[src/rtl/dvp_capture.sv]
// DVP camera capture: generates xclk, oversamples the sensor bus, packs byte pairs into
// RGB565 pixels tagged with x/y/sof/eol and streams them out through a show-ahead FIFO.
module dvp_capture #(
    parameter int XCLK_DIV   = 4,
    parameter int H_ACTIVE   = 640,
    parameter int V_ACTIVE   = 480,
    parameter int FIFO_DEPTH = 8
) (
    input  logic        clk,
    input  logic        reset,
    input  logic        enable,
    input  logic        single,
    input  logic        clr_ovf,
    input  logic        cam_vsync,
    input  logic        cam_href,
    input  logic        pclk,
    input  logic [7:0]  cam_data,
    output logic        xclk,
    output logic        cam_shutter,
    output logic [15:0] pix_data,
    output logic [9:0]  pix_x,
    output logic [8:0]  pix_y,
    output logic        pix_sof,
    output logic        pix_eol,
    output logic        pix_valid,
    input  logic        pix_ready,
    output logic        busy,
    output logic        overflow,
    output logic [15:0] frame_count
);
    localparam int AW = $clog2(FIFO_DEPTH);
    localparam int CW = $clog2(XCLK_DIV);
    localparam logic [CW-1:0] HALF_M1 = CW'(XCLK_DIV / 2 - 1);
    localparam logic [9:0]    X_MAX   = 10'(H_ACTIVE - 1);
    localparam logic [8:0]    Y_MAX   = 9'(V_ACTIVE - 1);
    localparam logic [AW:0]   FULL    = (AW + 1)'(FIFO_DEPTH);

    typedef enum logic [1:0] {IDLE, WAITF, ACTIVE, DONE} state_t;

    state_t        state_q, state_d;
    logic [10:0]   sync1_q, sync1_d, sync2_q, sync2_d;
    logic [2:0]    prev_q, prev_d;
    logic [CW-1:0] xcnt_q, xcnt_d;
    logic          xclk_q, xclk_d, shutter_q, shutter_d;
    logic          single_q, single_d, phase_q, phase_d;
    logic [7:0]    hi_q, hi_d;
    logic [9:0]    x_q, x_d;
    logic [8:0]    y_q, y_d;
    logic          held_vld_q, held_vld_d;
    logic [35:0]   held_q, held_d;
    logic [15:0]   fc_q, fc_d;
    logic          ovf_q, ovf_d;
    logic [AW:0]   count_q, count_d;
    logic [AW-1:0] rd_q, rd_d, wr_q, wr_d;
    logic [36:0]   mem_q [FIFO_DEPTH];

    logic          s_vsync, s_href, s_pclk;
    logic [7:0]    s_data;
    logic          pclk_rise, href_fall, vsync_rise, vsync_fall;
    logic          push, pop, full, wr_ok, drop;
    logic [36:0]   push_entry;

    assign {s_vsync, s_href, s_pclk, s_data} = sync2_q;
    assign pclk_rise  = s_pclk & ~prev_q[0];
    assign href_fall  = ~s_href & prev_q[1];
    assign vsync_rise = s_vsync & ~prev_q[2];
    assign vsync_fall = ~s_vsync & prev_q[2];

    assign busy        = (state_q != IDLE);
    assign xclk        = xclk_q;
    assign cam_shutter = shutter_q;
    assign overflow    = ovf_q;
    assign frame_count = fc_q;
    assign pix_valid   = (count_q != '0);
    assign {pix_data, pix_x, pix_y, pix_sof, pix_eol} = pix_valid ? mem_q[rd_q] : '0;

    always_comb begin
        // All four bus signals share one synchronizer so they stay cycle-aligned.
        sync1_d   = {cam_vsync, cam_href, pclk, cam_data};
        sync2_d   = sync1_q;
        prev_d    = {s_vsync, s_href, s_pclk};
        shutter_d = ~(enable | busy);
        xcnt_d    = '0;
        xclk_d    = 1'b0;
        if (enable | busy) begin
            if (xcnt_q == HALF_M1) begin
                xcnt_d = '0;
                xclk_d = ~xclk_q;
            end else begin
                xcnt_d = xcnt_q + 1'b1;
                xclk_d = xclk_q;
            end
        end
    end

    always_comb begin
        state_d    = state_q;
        single_d   = single_q;
        phase_d    = phase_q;
        hi_d       = hi_q;
        x_d        = x_q;
        y_d        = y_q;
        held_vld_d = held_vld_q;
        held_d     = held_q;
        fc_d       = fc_q;
        push       = 1'b0;
        push_entry = '0;
        case (state_q)
            IDLE:  if (enable) state_d = WAITF;
            WAITF: begin
                if (!enable) state_d = IDLE;
                else if (vsync_fall) begin
                    state_d  = ACTIVE;
                    single_d = single;
                    phase_d  = 1'b0;
                    x_d      = '0;
                    y_d      = '0;
                end
            end
            ACTIVE: begin
                if (vsync_rise) begin
                    fc_d    = fc_q + 1'b1;
                    state_d = single_q ? DONE : (enable ? WAITF : IDLE);
                end
                if (pclk_rise && s_href) begin
                    if (!phase_q) begin
                        hi_d    = s_data;
                        phase_d = 1'b1;
                    end else begin
                        // Each pixel waits in the held register so the line end can tag it eol.
                        if (held_vld_q) begin
                            push       = 1'b1;
                            push_entry = {held_q, 1'b0};
                        end
                        held_d     = {hi_q, s_data, x_q, y_q, (x_q == '0 && y_q == '0)};
                        held_vld_d = 1'b1;
                        phase_d    = 1'b0;
                        if (x_q != X_MAX) x_d = x_q + 1'b1;
                    end
                end else if (href_fall) begin
                    if (held_vld_q) begin
                        push       = 1'b1;
                        push_entry = {held_q, 1'b1};
                        held_vld_d = 1'b0;
                    end
                    phase_d = 1'b0;
                    x_d     = '0;
                    if (y_q != Y_MAX) y_d = y_q + 1'b1;
                end
            end
            DONE:    if (!enable) state_d = IDLE;
            default: state_d = IDLE;
        endcase
    end

    always_comb begin
        pop   = pix_valid & pix_ready;
        full  = (count_q == FULL);
        wr_ok = push & (~full | pop);
        drop  = push & full & ~pop;
        ovf_d = drop ? 1'b1 : (clr_ovf ? 1'b0 : ovf_q);
        wr_d  = wr_ok ? wr_q + 1'b1 : wr_q;
        rd_d  = pop ? rd_q + 1'b1 : rd_q;
        count_d = count_q;
        if (wr_ok && !pop)      count_d = count_q + 1'b1;
        else if (!wr_ok && pop) count_d = count_q - 1'b1;
    end

    always_ff @(posedge clk) begin
        if (reset) begin
            state_q    <= IDLE;
            sync1_q    <= '0;
            sync2_q    <= '0;
            prev_q     <= '0;
            xcnt_q     <= '0;
            xclk_q     <= 1'b0;
            shutter_q  <= 1'b1;
            single_q   <= 1'b0;
            phase_q    <= 1'b0;
            hi_q       <= '0;
            x_q        <= '0;
            y_q        <= '0;
            held_vld_q <= 1'b0;
            held_q     <= '0;
            fc_q       <= '0;
            ovf_q      <= 1'b0;
            count_q    <= '0;
            rd_q       <= '0;
            wr_q       <= '0;
        end else begin
            state_q    <= state_d;
            sync1_q    <= sync1_d;
            sync2_q    <= sync2_d;
            prev_q     <= prev_d;
            xcnt_q     <= xcnt_d;
            xclk_q     <= xclk_d;
            shutter_q  <= shutter_d;
            single_q   <= single_d;
            phase_q    <= phase_d;
            hi_q       <= hi_d;
            x_q        <= x_d;
            y_q        <= y_d;
            held_vld_q <= held_vld_d;
            held_q     <= held_d;
            fc_q       <= fc_d;
            ovf_q      <= ovf_d;
            count_q    <= count_d;
            rd_q       <= rd_d;
            wr_q       <= wr_d;
        end
    end

    always_ff @(posedge clk) begin
        if (wr_ok) mem_q[wr_q] <= push_entry;
    end
endmodule

[config.mk]
export PLATFORM = sky130hd
export DESIGN_NAME = dvp_capture
export DESIGN_NICKNAME = d
export VERILOG_FILES = /design/src/rtl/dvp_capture.sv
export SDC_FILE = /design/constraint.sdc
export NUM_CORES = 1
export LEC_CHECK = 0
export ABC_CLOCK_PERIOD_IN_PS = 17200
export CAP_MARGIN = 15
export CORE_MARGIN = 2
export CORE_UTILIZATION = 29
export CTS_BUF_LIST = sky130_fd_sc_hd__clkbuf_8 sky130_fd_sc_hd__clkbuf_16
export CTS_CLUSTER_SIZE = 24
export DETAILED_ROUTE_END_ITERATION = 10
export SLEW_MARGIN = 15
export SYNTH_ARGS = -nofsm -noshare
export SYNTH_HDL_FRONTEND = slang
export SYNTH_SLANG_ARGS = --single-unit
[constraint.sdc]
create_clock -name clk -period 17.2 [get_ports clk]
set_input_delay 5.16 -clock clk [delete_from_list [all_inputs] [get_ports clk]]
set_output_delay 5.16 -clock clk [all_outputs]
set_load 0.02 [all_outputs]
Yosys cells after proc, flatten, opt, wreduce, memory -nomap -nowiden
Memories as Yosys holds them, arrays and structs flattened. A register that Yosys moved wholly into a read port is not among the register bits.
Cells that the tools add are included.
- register bits: 124
- bits in writable memories: 296
- bits of input ports: 17
- output and inout bits: 58
- memories kept: 1
- memories (memory ; words ; bits a word ; rd ports ; clocked after Yosys merged registers in ; wr ports ; line ; text):
    mem_q ; 8 ; 37 ; 1 ; 1 ; 1 ; 55 ; logic [36:0] mem_q [FIFO_DEPTH];
- $add $sub $neg: 8
- bitwise logic cells: 19
- muxes and demuxes: 49
- reductions and logical operators: 26
- equality and inequality tests: 20
- operators with widths (kind ; count):
    37-bit two-way mux ; 7
    10-bit two-way mux ; 6
    9-bit two-way mux ; 5
    10-bit one-hot mux with 2 select lines ; 1
    2-bit != test, second input constant ; 9
    9-bit one-hot mux with 2 select lines ; 1
    1-bit two-way mux ; 17
    16-bit by 1-bit adder with 16-bit output, second input constant ; 1
    2-bit two-way mux ; 6
    3-bit != test, second input constant ; 4
    3-bit AND reduction ; 4
    6-bit AND reduction ; 2
    10-bit by 1-bit adder with 10-bit output, second input constant ; 1
    10-bit zero test ; 1
    10-bit != test, second input constant ; 1
    2-bit nonzero test ; 5
    9-bit by 1-bit adder with 9-bit output, second input constant ; 1
    9-bit zero test ; 1
    9-bit != test, second input constant ; 1
    1-bit inverter ; 9
    1-bit bitwise AND ; 8
    4-bit two-way mux ; 2
    2-bit one-hot mux with 4 select lines ; 1
    4-bit AND reduction ; 2
    17 further kinds ; 26

Longest topological paths before layout
- depth after elaboration: 10
- gate-level depth with buffers: 12
- mapped depth without buffers: 11

Worst setup path before layout
No wires, ideal clock.
- path kind: in2reg
- start point: input pix_ready
- end point: memory mem_q[0][0] (enable)
- library setup time: 0.524 ns
- stages: 4
- buffers on the path: 1
- data required time: 16.676 ns
- setup slack: 7.593 ns
- arrival: 9.083 ns
- cells stage by stage: or3b_1 -> clkbuf_1 -> nand2_2 -> nor4_1
- word-level cells in the longest chain between the ends: 5
- ends and longest elaborated chain (item ; line ; text):
    start: declaration ; 26 ; input logic pix_ready,
    1-bit bitwise AND ; 157 ; pop = pix_valid & pix_ready;
    1-bit OR ; 159 ; wr_ok = push & (~full | pop);
    1-bit bitwise AND ; 159 ;
    1-bit two-way mux ; 214 ; if (wr_ok) mem_q[wr_q] <= push_entry;
    1-bit two-way mux (not written as such) ; 214 ;
    end: declaration ; 55 ;
Every way passes these cells.

==> qor.csv <==
stage,metric,value,unit
status,status,completed,
timing,endpoints failing setup,0,
min_path,Worst Hold Class,reg -> reg,
logic_synthesis,Yosys reg bits,423,
logic_synthesis,syn nets,1126,
min_path,Hold Crit Depth,1,
clock_network,clk buf depth,3,
timing,fin crit period,8940,ps
critical_path,critical path peak fanout,38,
timing,"Slew Viols, Final",0,
clock_network,Clock Pin Slew Worst Setup and Hold Paths,60,ps
timing,"Hold Violations, Final",0,
clock_network,Post-CTS Resized,0,
global_routing,grt total ovfl,0,
logic_synthesis,synth warn,0,
detailed_routing,DR WL/cell,17.8,um
floorplanning,Die Wd,243,um
detailed_routing,drt first pass iters,5,
cells_and_area,Register Area,11400,um2
critical_path,Worst R2R End,count_q[3]$_SDFFE_PP0P_,
timing,period utilization,0.520,
logic_synthesis,"Avg Cell Area, Syn",15.1,um2
cells_and_area,"Net count, final",1200,
detailed_routing,Avg Vias per Cell,4.70,
logic_synthesis,Post-synth EDFFs,296,
global_routing,first-pass GRT wire length,55.1,mm
critical_path,nature of the critical path endpoint,output port,
global_routing,largest net degree at the start of global routing,86,
cells_and_area,"most common cell after layout, fill and taps aside",edfxtp_1,
clock_network,worst skew pair latency,580,ps
floorplanning,FP Rows,87,
detailed_routing,DR DRC count,0,
critical_path,WP data arrival,3780,ps
logic_synthesis,Netlist cell types,64,
cells_and_area,area of the multi-input gates,4870,um2
floorplanning,Die ar.,59100,um2
power_and_ir_drop,power density cells,124,nW/um2
critical_path,cells on worst reg2reg path,12,
flow_run,Max-Cap Viols,0,
clock_network,root buf cell,clkbuf_16,
clock_network,cts hold-fix bufs,0,
critical_path,startpoint of the worst register-to-register path,count_q[0]$_SDFFE_PP0P_,
timing,PnR worst setup slack,8260,ps
global_routing,all-layer global routing usage,0.120,
placement,hpwl dp,19.7,mm
detailed_routing,Iter 0 DRT Violations,670,
power_and_ir_drop,worst vdd ir,0.0596,mV
power_and_ir_drop,Leak,0.00541,uW
logic_synthesis,synthesized cell area,16600,um2
floorplanning,Starting Density,0.293,
timing,RSZ-0062 raised after global routing,false,
critical_path,critical path class,reg -> out,
logic_synthesis,register area share after synthesis,0.690,
timing,slew margin rel.,0.239,
detailed_routing,via count,9244,
floorplanning,Core Region,56500,um2
clock_network,H-tree Lvls,2,
detailed_routing,WL final,35.0,mm
cells_and_area,"commonest cells after routing, fill and taps aside","edfxtp_1 (296), dfxtp_1 (124), nand2_1 (95)",
min_path,hold endpoint,xcnt_q[0]$_SDFF_PP0_,
detailed_routing,Detail Route Antenna Nets,0,
placement,IO Port Bufs,74,
logic_synthesis,Most used DFF post-synth,edfxtp_1,
min_path,min-delay src,xcnt_q[0]$_SDFF_PP0_,
cells_and_area,FILL cells,5403,
global_routing,vias in the first global route,9469,
timing,clk_skew,18.4,ps
critical_path,CP startpoint kind,flop,
global_routing,initial antenna violation count,4,
placement,Setup WS pre-CTS,8730,ps
placement,gpl congestion,0.743,
critical_path,Critical Path RT,12040,ps
timing,worst-margin pin slew,1140,ps
clock_network,CTS Buf Count,46,
timing,setup TNS,0,ps
cells_and_area,area delta synth->final,18.4,%
logic_synthesis,Async SR Flop Fraction,0,
clock_network,CTS tree,yes,
logic_synthesis,Mapped Cells,1097,
critical_path,reg2reg setup slack,13940,ps
floorplanning,Die Height,243,um
clock_network,post-CTS setup buffers,0,
floorplanning,I/O pin cnt,75,
timing,fmax,112,MHz
cells_and_area,layout cells sized above 1,0.153,
clock_network,# clock sinks,423,
power by group:
part	switching [uW]	leakage (uW)	internal [uW]
Combinational	211	0.00157	180
Clock	402	0.000772	531
Sequential	22.4	0.00307	1080
logic make-up (layout without fill, tap and decap cells):
family / Yosys count / after routing / synth area share
AOI/OAI and AO/OA: 108 / 108 / 0.0399
muxes: 125 / 125 / 0.131
other: 0 / 1 / 0
xor gates and xnor gates: 14 / 14 / 0.00740
DFF: 423 / 423 / 0.690
and+or+nand+nor: 336 / 336 / 0.102
buffers and inverters: 79 / 191 / 0.0202
adders and majority gates: 12 / 12 / 0.00951
final cells by class:
| class | count | area share |
|---|---|---|
| Antenna cell | 1 | 0.000127 |
| Tap cell | 756 | 0.0482 |
| Timing Repair Buffer | 90 | 0.0437 |
| Inverter | 15 | 0.00287 |
| Clock inverter | 38 | 0.0140 |
| Multi-Input combinational cell | 595 | 0.248 |
| Clock buffer | 48 | 0.0600 |
| Sequential cell | 423 | 0.583 |
synth_stat cells, drive strengths merged (6+ instances only):
| cell | instances | area, um2 |
|---|---|---|
| a21oi | 59 | 295 |
| and2 | 42 | 265 |
| buf | 25 | 133 |
| clkbuf | 39 | 146 |
| dfxtp | 127 | 2540 |
| edfxtp | 296 | 8890 |
| ha | 11 | 138 |
| inv | 15 | 56.3 |
| mux2i | 49 | 490 |
| mux4 | 74 | 1670 |
| nand2 | 96 | 363 |
| nand3 | 23 | 115 |
| nand4 | 13 | 81.3 |
| nor2 | 79 | 297 |
| nor2b | 28 | 175 |
| nor3 | 11 | 60.1 |
| nor4 | 6 | 37.5 |
| o21ai | 9 | 45.0 |
| o31ai | 7 | 52.6 |
| or4 | 9 | 71.3 |
| xor2 | 11 | 96.3 |
layer usage:
| layer | up-vias | GRT usage | share of wire | wire, um |
|---|---|---|---|---|
| li1 | 4306 | - | - | - |
| met1 | 4677 | 0.157 | 0.45 | 15600 |
| met2 | 198 | 0.193 | 0.47 | 16400 |
| met3 | 59 | 0.0292 | 0.059 | 2060 |
| met4 | 4 | 0.0422 | 0.026 | 913 |
| met5 | - | 0 | 0.00089 | 31 |
worst max-delay path, cell delays in order, from the launching register on:
cell	delay, ps
dfxtp_4	870
buf_4	760
mux4_2	590
mux2i_1	340
nor2_1	80
clkdlybuf4s50_1	560
worst max path at each step:
| stage | startpoint | to | slack, ps | cells after the start |
|---|---|---|---|---|
| global placement | flop | pix_data[1] | 8720 | 5 |
| floorplan | pix_ready | mem_q[0][0]$_DFFE_PP_ | 7590 | 4 |
| global route | flop | pix_data[1] | 7950 | 5 |
| finish | flop | pix_data[1] | 8260 | 5 |
| CTS | flop | pix_data[1] | 8100 | 5 |
| detailed placement | flop | pix_data[1] | 8730 | 5 |
sequential cells by signal, indices dropped and copies added (netlist names), 2 cells and up, named ones only:
name         count
count_q          4
frame_count     16
held_q          36
hi_q             8
mem_q          296
prev_q           3
rd_q             3
state_q          2
sync1_q         11
sync2_q         11
wr_q             3
x_q             10
xcnt_q           2
y_q              9
stage by stage:
| step | power (uW) | util | std cells | hold slack [ps] | instance area [um2] |
|---|---|---|---|---|---|
| after global placement | 1530 | 0.322 | 1879 | 413 | 18200 |
| after floorplan | 1340 | - | 1097 | 404 | 16600 |
| after CTS | 2480 | 0.347 | 1965 | 426 | 19600 |
| after global routing | 2540 | 0.347 | 1965 | 429 | 19600 |
| final | 2430 | 0.347 | 1966 | 422 | 19600 |
| after detailed placement | 1530 | 0.322 | 1879 | 419 | 18200 |
Power figures use the tool's default switching activity.
